===== src/rtl/timer_pkg.sv =====
// Shared definitions for the timer run-control slice: FSM state encoding and the default lap width.
package timer_pkg;

    typedef enum logic [1:0] {
        IDLE  = 2'd0,
        RUN   = 2'd1,
        PAUSE = 2'd2,
        ALARM = 2'd3
    } timer_state_t;

    localparam int LAP_W_DEF = 4;

endpackage


===== src/rtl/timer_lap_counter.sv =====
// Lap counter: lap count, latched lap target, and the "next step completes the target" flag.
module timer_lap_counter
    import timer_pkg::*;
#(
    parameter int LAP_W = LAP_W_DEF
) (
    input  logic             clk,
    input  logic             rst_n,
    input  logic             load,
    input  logic [LAP_W-1:0] laps,
    input  logic             step,
    output logic [LAP_W-1:0] lap_cnt,
    output logic             done
);

    logic [LAP_W-1:0] target;
    logic [LAP_W-1:0] lap_nxt;

    assign lap_nxt = lap_cnt + LAP_W'(1);

    // A zero target means periodic operation, which never completes.
    assign done = (target != '0) && (lap_nxt == target);

    always_ff @(posedge clk or negedge rst_n) begin
        if (!rst_n) begin
            lap_cnt <= '0;
            target  <= '0;
        end else if (load) begin
            lap_cnt <= '0;
            target  <= laps;
        end else if (step) begin
            lap_cnt <= lap_nxt;
        end
    end

endmodule


===== src/rtl/timer_ctrl.sv =====
// Run-control wrapper around the timer down counter: tick gating, lap counting and alarm.
// Optional pause support is compiled in with TIMER_CTRL_PAUSE_EN.
module timer_ctrl
    import timer_pkg::*;
#(
    parameter int LAP_W       = LAP_W_DEF,
    parameter int ALARM_TICKS = 8
) (
    input  logic             clk,
    input  logic             rst_n,
    input  logic             i_tick,
    input  logic             i_start,
    input  logic             i_stop,
    input  logic             i_ack,
    input  logic             i_pause,
    input  logic [LAP_W-1:0] i_laps,
    input  logic             i_carry,
    output logic             o_en,
    output logic             o_busy,
    output logic             o_alarm,
    output logic             o_lap,
    output logic [LAP_W-1:0] o_laps
);

    localparam int AW = (ALARM_TICKS > 1) ? $clog2(ALARM_TICKS) : 1;
    localparam logic [AW-1:0] ALARM_LAST = (ALARM_TICKS == 0) ? '0 : AW'(ALARM_TICKS - 1);

    timer_state_t state_q, state_d;
    logic [AW-1:0] alarm_cnt;
    logic          pause_eff;
    logic          expiry;
    logic          step;
    logic          load;
    logic          done;
    logic          timeout;
    logic          lap_q;

`ifdef TIMER_CTRL_PAUSE_EN
    assign pause_eff = i_pause;
`else
    logic unused_pause;
    assign unused_pause = i_pause;
    assign pause_eff    = 1'b0;
`endif

    assign o_en    = i_tick & (state_q == RUN) & ~pause_eff;
    // Carry is qualified by the enable so a held carry level counts once per wrap.
    assign expiry  = o_en & i_carry;
    assign load    = i_start & ~i_stop;
    assign step    = expiry & ~i_stop & ~i_start;
    assign timeout = (ALARM_TICKS != 0) && i_tick && (alarm_cnt == ALARM_LAST);

    timer_lap_counter #(
        .LAP_W (LAP_W)
    ) u_lap (
        .clk     (clk),
        .rst_n   (rst_n),
        .load    (load),
        .laps    (i_laps),
        .step    (step),
        .lap_cnt (o_laps),
        .done    (done)
    );

    always_comb begin
        state_d = state_q;
        if (i_stop) begin
            state_d = IDLE;
        end else if (i_start) begin
            state_d = RUN;
        end else begin
            case (state_q)
                RUN: begin
`ifdef TIMER_CTRL_PAUSE_EN
                    if (pause_eff)
                        state_d = PAUSE;
                    else
`endif
                    if (expiry && done)
                        state_d = ALARM;
                end
`ifdef TIMER_CTRL_PAUSE_EN
                PAUSE: begin
                    if (!pause_eff)
                        state_d = RUN;
                end
`endif
                ALARM: begin
                    if (i_ack || timeout)
                        state_d = IDLE;
                end
                default: state_d = state_q;
            endcase
        end
    end

    always_ff @(posedge clk or negedge rst_n) begin
        if (!rst_n) begin
            state_q <= IDLE;
            lap_q   <= 1'b0;
        end else begin
            state_q <= state_d;
            lap_q   <= step;
        end
    end

    // Held at zero outside ALARM, so it is clear on every entry.
    always_ff @(posedge clk or negedge rst_n) begin
        if (!rst_n)
            alarm_cnt <= '0;
        else if (state_q != ALARM)
            alarm_cnt <= '0;
        else if (i_tick)
            alarm_cnt <= alarm_cnt + AW'(1);
    end

    assign o_busy  = (state_q == RUN) || (state_q == PAUSE);
    assign o_alarm = (state_q == ALARM);
    assign o_lap   = lap_q;

endmodule


===== config.mk =====
export PLATFORM = sky130hd
export DESIGN_NAME = timer_ctrl
export DESIGN_NICKNAME = d
export VERILOG_FILES = /design/src/rtl/timer_pkg.sv /design/src/rtl/timer_lap_counter.sv /design/src/rtl/timer_ctrl.sv
export SDC_FILE = /design/constraint.sdc
export NUM_CORES = 1
export LEC_CHECK = 0
export CAP_MARGIN = 20
export CORE_ASPECT_RATIO = 1.5
export CORE_MARGIN = 2
export CORE_UTILIZATION = 35
export DETAILED_ROUTE_END_ITERATION = 6
export SYNTH_ARGS = -nofsm -noshare
export SYNTH_HDL_FRONTEND = slang
export SYNTH_HIERARCHICAL = 1
export SYNTH_SLANG_ARGS = --single-unit
export TNS_END_PERCENT = 50

===== constraint.sdc =====
create_clock -name clk -period 4.6 [get_ports clk]
set_input_delay 0.92 -clock clk [delete_from_list [all_inputs] [get_ports clk]]
set_output_delay 0.92 -clock clk [all_outputs]
set_load 0.02 [all_outputs]

# [Word level (Yosys, flattened, before mapping)]
# Cells that the tools add are included.
[totals] reg_bits=14 in_bits=12 elab_cells=41
[classes] n_addsub=2 n_eq_ne=8 n_mux=9 n_bitwise=7 n_reduce_logical=10
[op_table] cell="$mux 2" count=4
[op_table] cell="$mux 4" count=2
[op_table] cell="$ne 4x3->1 const B" count=2
[op_table] cell="$reduce_bool 4->1" count=2
[op_table] cell="$mux 3" count=2
[op_table] cell="$and 1x1->1" count=5
[op_table] cell="$add 4x1->4 const B" count=1
[op_table] cell="$eq 2x2->1 const B" count=2
[op_table] cell="$eq 4x4->1" count=1
[op_table] cell="$pmux 2 s2" count=1
[op_table] cell="$reduce_bool 2->1" count=2
[op_table] cell="$add 3x1->3 const B" count=1
[op_table] cell="$eq 3x3->1 const B" count=1
[op_table] cell="$logic_and 1x1->1" count=3
[op_table] cell="$reduce_and 3->1" count=1
[op_table] cell="$eq 2x1->1 const B" count=1
[op_table] cell="$logic_or 1x1->1" count=2
[op_table] cell="$ne 2x2->1 const B" count=1
[op_table] cell="$not 1->1" count=2

# [Logic depth before layout (Yosys ltp)]
# Gate-level depths: netlist (run 1).
[logic_depth] ltp_word=8 mapped_depth=7

# [Modules after synthesis]
# The synthesis (run 1) kept the hierarchy.
[by_module_without_submodules] mod="timer_lap_counter" instances=1 cells_each=34 area_each_um2=406.6 seq_area_each_um2=200.2
[by_module_without_submodules] mod="timer_ctrl" instances=1 cells_each=36 area_each_um2=360.3 seq_area_each_um2=150.1

# [Worst setup path after synthesis (run 1)]
# Ideal clock, no wire load.
[synth_timing] path_kind="input-to-output" from="input i_tick" to="output o_en" arrival_time_ns=1.257 setup_slack_ns=2.423 cell_stages=2 path_buffers=1 cell_sequence="buf_6 > and2_2"
[synth_between] elab_chain_cells=1
[synth_lines] item="start: declaration" line_no="timer_ctrl.sv:11" rtl="input logic i_tick,"
[synth_lines] item="$and 1x1->1" line_no="timer_ctrl.sv:46" rtl="assign o_en = i_tick & (state_q == RUN) & ~pause_eff;"
[synth_lines] item="end: declaration" line_no="timer_ctrl.sv:18" rtl="output logic o_en,"
# Every way passes these cells.

# [Final worst setup path (run 1)]
# Same ends and word-level chain as after synthesis.

==> metrics.txt, run 1 <==
DRT antenna net count 0; Syn-to-layout area delta 29.9%; WL/cell 11.9 um; Setup CP Type in -> out; reg2reg path depth 7; H-tree depth 1; Setup WS post-layout 1.34 ns; share of cells above drive strength 1 13.3%; max-capacitance violation count 0; Fin Setup TNS 0 ns; crit share post-route 70.8%; antenna violations before repair 0; Core Box Area 2050 um2; latest clock arrival within the worst-skew pair 0.27 ns; run status finished clean; Final Max Slew Viols 0; critical-path cell list clkdlybuf4s50_1 > and2_2 > clkdlybuf4s50_1; RSZ-0062 raised after global routing no; synth top area cells dfrtp_1 46%, ha_1 8.2%, xnor2_1 6.9%; initial core utilization 37.4%; Synth Instances 70; CP required 3.68 ns; # DRC 0; global route overflow 0; final wirelength 1.33 mm; buffer count from post-CTS setup fixing 0; nature of the critical path endpoint output pin; CTS max path bufs 2; synthesis-stage register bit count 14; RePlAce Congestion 0.757; worst-margin pin slew 0.665 ns; met3 Use GR 2.35%; grt peak-use layer met2; via count 555; Design Power 269 uW; VDD IR max 0.150 mV; met1 Usage GRT 12.0%; CP max FO 7; post-synthesis cell type count 26; CP Buf/Inv Count 2; Syn Nets 87; root buf cell clkbuf_4; Synth warnings 6; Worst Setup Start Kind primary input; Leakage 0.432 nW; # hold bufs at CTS 0; Die W 42.2 um; Hold Vio Cnt, Final 0; post-synth top area share 45.7%; hold path cells 2; Place WS 1.33 ns; nets 108; critical path depth 3; Placed Area 960 um2; I/O pin total 20; ANT cells 0; Final min period 3.26 ns; cell row count 20; vias per cell 4.96; PD cells 270 nW/um2; largest area contributor in the netlist dfrtp_1; Crit path arrival time 2.34 ns; setup violators final 0; Hold Crit Class reg -> reg; die height 61.3 um; clock sinks 14; register area share after synthesis 45.7%; final instance area 996 um2; Clock transition at path regs 0.08 ns; I/O Buffers 18; CP peak stage delay 0.62 ns; dpl hpwl 1.06 mm; DRT iter0 DRCs 4; first-pass GRT wire length 2.21 mm; vias in the first global route 552; Syn Area/Cell 11.0 um2; post-cts resize count 0; Max stage delay cell, worst path clkdlybuf4s50_1; drt first pass iters 2; Fmax 0.307 GHz; largest net degree at the start of global routing 15; met2 usage in global routing 20.9%; Synth Cell Area 767 um2; Worst Clk Skew 0.00198 ns; GRT Total Usage 11.5%; Worst slew margin 55.5%; CTS tree yes; CTS buffer count 3; die area 2590 um2; crit-path most repeated cell clkdlybuf4s50_1; Top delay family on crit path buffers and inverters
## per-stage QoR
step | util, % | std cells | hold slack (ns)
floorplan | - | 70 | 0.490
global placement | 46.8 | 108 | 0.512
detailed placement | 46.8 | 108 | 0.526
CTS | 48.5 | 112 | 0.545
global route | 48.5 | 112 | 0.563
finish | 48.5 | 112 | 0.538
## cells in the final DEF (no fill, tap or decap), types with 2 or more instances in the layout
master / instances
mux2_2: 4
inv_1: 3
xor2_1: 3
clkdlybuf4s50_1: 18
xnor2_1: 6
nor2_1: 9
clkbuf_4: 3
nor2b_1: 2
nand3_1: 2
mux2i_1: 3
ha_1: 5
nand2_1: 4
dfrtp_1: 14
## synthesized netlist by cell type
cell,instances
ha_1,5
nand2b_1,1
inv_1,3
xnor2_1,6
and2_2,1
clkbuf_1,1
nand2_1,4
xor2_1,3
dfrtp_1,14
mux2_2,4
buf_6,1
mux2i_1,3
nand3_1,2
nor2_1,9
nand3_2,1
nand4_1,1
a221oi_2,1
and4_1,1
a2111oi_2,1
o21ai_1,1
o22ai_1,1
and3_1,1
nor3_1,1
or3_1,1
nor2b_1,2
a21oi_1,1
## cell families after synthesis
group           Yosys count  share of synthesized area (%)
buf+inv                   5                           3.43
mux                       7                           9.79
xor+xnor                  9                           10.3
simple gates             25                           16.6
flops                    14                           45.7
fa+ha+maj                 5                           8.16
compound gates            5                           6.03
## tightest hold or removal path, delay by kind of cell (launching register included)
kind / cells / cell delay (ns)
muxes: 1 / 0.07
DFF: 1 / 0.35
and+or+nand+nor: 1 / 0.08
## final timing paths
check | slack, ns | endpoint | startpoint
min in group asynchronous | 1.02 | u_lap/target[2] | rst_n
max in group asynchronous | 3.20 | alarm_cnt[1] | rst_n
worst max-delay path | 1.34 | o_en | i_tick
worst min register to register | 0.54 | alarm_cnt[1] | alarm_cnt[1]
worst max register to register | 2.50 | state_q[1] | u_lap/lap_cnt[0]
worst min-delay path | 0.54 | alarm_cnt[1] | alarm_cnt[1]
## report_power, final
| part | switching (mW) | leakage, nW | internal, mW |
|---|---|---|---|
| combinational | 0.0195 | 0.227 | 0.0259 |
| clock | 0.0392 | 0.0210 | 0.0481 |
| sequential | 0.00674 | 0.185 | 0.130 |
| total | 0.0654 | 0.432 | 0.204 |
## area by class of cell
type	count	area [um2]
clock buffers	4	36.3
fillers	206	1060
flip-flops and latches	14	350
inverters	3	11.3
well taps	22	27.5
multi-input cells	51	390
repair buffers	18	180
## metal layers
layer  vias up  part of all wire [%]  wire length [um]
li1        278                     -                 -
met1       259                    42               556
met2        16                    52               686
met3         2                   5.9                78
met4         0                  0.60                 8
met5         -                     0                 0
## state kept, by name, summed over array words and instances, names as in the netlist
| signal | cells |
|---|---|
| u_lap/lap_cnt | 4 |
| u_lap/target | 4 |
| alarm_cnt | 3 |
| state_q | 2 |
| o_lap | 1 |
Note: power is estimated with default switching activity, not from simulation.
==> inputs of run 2 (changes only) <==
==> constraint.sdc (replaced) <==
create_clock -name clk -period 3.4 [get_ports clk]
set_input_delay 0.68 -clock clk [delete_from_list [all_inputs] [get_ports clk]]
set_output_delay 0.68 -clock clk [all_outputs]
set_load 0.02 [all_outputs]
==> run 2 against run 1 <==
  * Clock-buffer cell count unchanged
  * Sequential cell count did not move
  * Final cell count stayed put
  * Combinational power is 36% higher
  * Core utilization unchanged
  * Non-clock buffer count did not move
  * Power rose by 36%
  * Global-route usage rose by 1.2 points
  * Critical endpoint unchanged
  * Largest cell class unchanged
==> metrics.txt, run 2 (synthesis results as in run 1) <==
antenna violations before repair 0; Setup CP Type in -> out; VDD IR max 0.217 mV; Final Max Slew Viols 0; buffer count from post-CTS setup fixing 0; worst-margin pin slew 0.645 ns; share of cells above drive strength 1 13.3%; highest routed metal layer met4; Syn-to-layout area delta 29.9%; R2R Setup Slk 1.28 ns; metal2 WL 719 um; DRT antenna net count 0; DRT iter0 DRCs 4; run status finished clean; Hold EP alarm_cnt[2]; Hold Crit Class reg -> reg; WL/cell 12.7 um; RSZ-0062 raised after global routing no; via count 577; HP Start alarm_cnt[2]; final wirelength 1.42 mm; commonest cells after routing, fill and taps aside 18 x clkdlybuf4s50_1, 14 x dfrtp_1, 9 x nor2_1; PD cells 367 nW/um2; cell row count 20; DRT met1 WL 606 um; CTS max path bufs 2; leading cell type in the layout, fill and taps excluded clkdlybuf4s50_1; I/O Buffers 18; nets 108; Core Box Area 2050 um2; CP max FO 7; CTS buffer count 3; crit share post-route 81.5%; vias in the first global route 590; die height 61.3 um; Die W 42.2 um; dpl hpwl 1.10 mm; I/O pin total 20; vias per cell 5.15; Final min period 2.77 ns; final instance area 996 um2; Worst Setup Start Kind primary input; initial core utilization 37.4%; # DRC 0; ANT cells 0; biggest regs u_lap/lap_cnt x4, u_lap/target x4, alarm_cnt x3; root buf cell clkbuf_4; Crit path arrival time 2.09 ns; CTS tree yes; reg2reg path depth 7; drt first pass iters 2; Design Power 366 uW; setup violators final 0; Leakage 0.432 nW; # hold bufs at CTS 0; first-pass GRT wire length 2.47 mm; Worst Clk Skew 0.00299 ns; H-tree depth 1; GRT Total Usage 12.7%; latest clock arrival within the worst-skew pair 0.28 ns; global route overflow 0; Fmax 0.361 GHz; hold path cells 2; FF-to-FF Start u_lap/lap_cnt[0]; die area 2590 um2; nature of the critical path endpoint output pin; Placed Area 960 um2; max-capacitance violation count 0; met3 routed wirelength 86 um; post-cts resize count 0; Fin Setup TNS 0 ns; CP required 2.72 ns; Worst slew margin 56.9%; clock sinks 14; Hold Vio Cnt, Final 0; WHS 0.537 ns; largest net degree at the start of global routing 15; RePlAce Congestion 0.751; Clock transition at path regs 0.09 ns; worst flop-to-flop path endpoint state_q[0]
run 2: cell counts in the layout (fill, tap and decap cells not counted):
Identical to the previous run, type by type.
run 2: layout make-up:
cell class | count | area, um2
inverters | 3 | 11.3
multi-input cells | 51 | 390
repair buffers | 18 | 180
clock buffers | 4 | 36.3
fillers | 219 | 1060
flip-flops and latches | 14 | 350
well taps | 22 | 27.5
run 2: worst max path at each step:
stage	start	endpoint	slack (ns)	depth (start not counted)
6_report	i_tick	o_en	0.63	3
4_1_cts	i_tick	o_en	0.62	3
3_3_place_gp	i_tick	o_en	0.63	3
2_1_floorplan	u_lap/lap_cnt[0]	state_q[1]	1.39	7
5_1_grt	i_tick	o_en	0.56	3
3_5_place_dp	i_tick	o_en	0.62	3
run 2: metal layers:
layer | vias up | global-route usage, %
li1 | 280 | -
met1 | 279 | 13.4
met2 | 16 | 23.1
met3 | 2 | 2.64
met4 | 0 | 8.04
met5 | - | 0
run 2: metrics by stage:
stage | std cells | worst slack, ns | util, %
final | 112 | 0.629 | 48.5
after global routing | 112 | 0.556 | 48.5
after CTS | 112 | 0.616 | 48.5
after detailed placement | 108 | 0.622 | 46.8
after global placement | 108 | 0.634 | 46.8
after floorplan | 70 | 1.39 | -
run 2: power breakdown:
part,switching [mW],internal [mW]
clock,0.0538,0.0651
combinational,0.0267,0.0350
sequential,0.00965,0.176
total,0.0902,0.276
run 2: worst max-delay path, stage by stage:
cell,delay (ns)
clkdlybuf4s50_1,0.62
and2_2,0.20
clkdlybuf4s50_1,0.59
==> inputs of run 3 (changes only) <==
==> constraint.sdc (replaced) <==
create_clock -name clk -period 2.79 [get_ports clk]
set_input_delay 0.558 -clock clk [delete_from_list [all_inputs] [get_ports clk]]
set_output_delay 0.558 -clock clk [all_outputs]
set_load 0.02 [all_outputs]
==> run 3 against run 2 <==
  * Combinational power up 25%
  * Highest routed layer unchanged
  * Clock-buffer cell count is the same
  * Critical path depth is the same
==> metrics.txt, run 3 (synthesis results as in run 1) <==
clock sinks 14; Core Box Area 2050 um2; biggest regs u_lap/lap_cnt x4, u_lap/target x4, alarm_cnt x3; via count 573; RePlAce Congestion 0.798; Fill cells 198; Final Max Slew Viols 0; commonest cells after routing, fill and taps aside 18 x clkdlybuf4s50_1, 14 x dfrtp_1, 9 x nor2_1; Syn-to-layout area delta 31.8%; # hold bufs at CTS 0; run status finished clean; dpl hpwl 1.07 mm; Max stage delay cell, worst path clkdlybuf4s50_1; latest clock arrival within the worst-skew pair 0.29 ns; antenna violations before repair 0; RSZ-0062 raised after global routing no; I/O Buffers 18; critical-path cell list clkdlybuf4s50_1 > and2_2 > clkdlybuf4s50_1; nets 110; setup violators final 0; Leakage 0.442 nW; VDD IR max 0.253 mV; largest net degree at the start of global routing 15; worst setup path startpoint i_tick; CP required 2.23 ns; WL/cell 12.4 um; non-filler cells in the finished layout 114; ANT cells 0; area occupied by multi-input gates 390 um2; nature of the critical path endpoint output pin; CP max FO 2; CTS buffer count 3; Place WS 0.455 ns; global route overflow 0; drt first pass iters 2; DRT iter0 DRCs 3; first-pass GRT wire length 2.53 mm; Placed Cells 110; vias per cell 5.03; Clock transition at path regs 0.09 ns; Hold Crit Class reg -> reg; cell row count 20; crit-path most repeated cell clkdlybuf4s50_1; CTS tree yes; I/O pin total 20; Final min period 2.33 ns; HP Start alarm_cnt[1]; CTS max path bufs 2; crit share post-route 83.6%; max-capacitance violation count 0; WHS 0.538 ns; share of cells above drive strength 1 15.2%; Setup CP Type in -> out; Fin Setup TNS 0 ns; PD cells 447 nW/um2; FF-to-FF Start u_lap/lap_cnt[0]; Setup WS post-layout 0.456 ns; DRT antenna net count 0; # DRC 0; Worst Clk Skew 0.00309 ns; GRT Total Usage 13.2%; buffer count from post-CTS setup fixing 0; die area 2590 um2; final wirelength 1.42 mm; Fmax 0.429 GHz; H-tree depth 1; Crit path arrival time 1.78 ns; Design Power 452 uW; worst-margin pin slew 0.613 ns; vias in the first global route 599; register area 350 um2; Hold Vio Cnt, Final 0; Die W 42.2 um; Worst Setup Start Kind primary input; post-cts resize count 0; Worst slew margin 59.0%; root buf cell clkbuf_4; initial core utilization 37.4%; CP peak stage delay 0.59 ns; die height 61.3 um; leading cell type in the layout, fill and taps excluded clkdlybuf4s50_1
==> run 3: final cells by class <==
cell class / count / share of cell area, %
tap: 22 / 2.72
timing repair buffer: 20 / 19.3
clock buffer: 4 / 3.59
sequential: 14 / 34.7
inverter: 3 / 1.11
multi-input combinational: 51 / 38.6
==> run 3: path summary, 6_finish.rpt <==
path | depth (start not counted) | end | slack (ns)
min in group asynchronous | 1 | u_lap/lap_cnt[3] | 0.65
min reg2reg | 2 | alarm_cnt[1] | 0.54
max reg2reg | 7 | state_q[1] | 0.66
min | 2 | alarm_cnt[1] | 0.54
max | 3 | o_en | 0.46
max in group asynchronous | 1 | state_q[1] | 1.75
==> run 3: worst max-delay path: cells and delay by family <==
family	cells	cell delay (ns)
buf+inv	2	1.07
simple gates	1	0.15
==> run 3: stage by stage <==
step	utilization, %	instance area (um2)
final	49.3	1010
after global placement	47.5	975
after detailed placement	47.5	975
after global routing	49.3	1010
after CTS	49.3	1010
after floorplan	-	767
==> run 3: report_power, final <==
part	internal, mW	switching (mW)	leakage, nW
Combinational	0.0444	0.0328	0.236
Sequential	0.214	0.0118	0.185
Clock	0.0796	0.0696	0.0210
Total	0.338	0.114	0.442
==> run 3: metal layers <==
metal	global-route usage [%]	vias up	share of wire, %
li1	-	282	-
met4	9.38	0	2.7
met5	0	-	0
met1	15.2	267	44
met3	2.93	5	5.8
met2	21.8	19	47
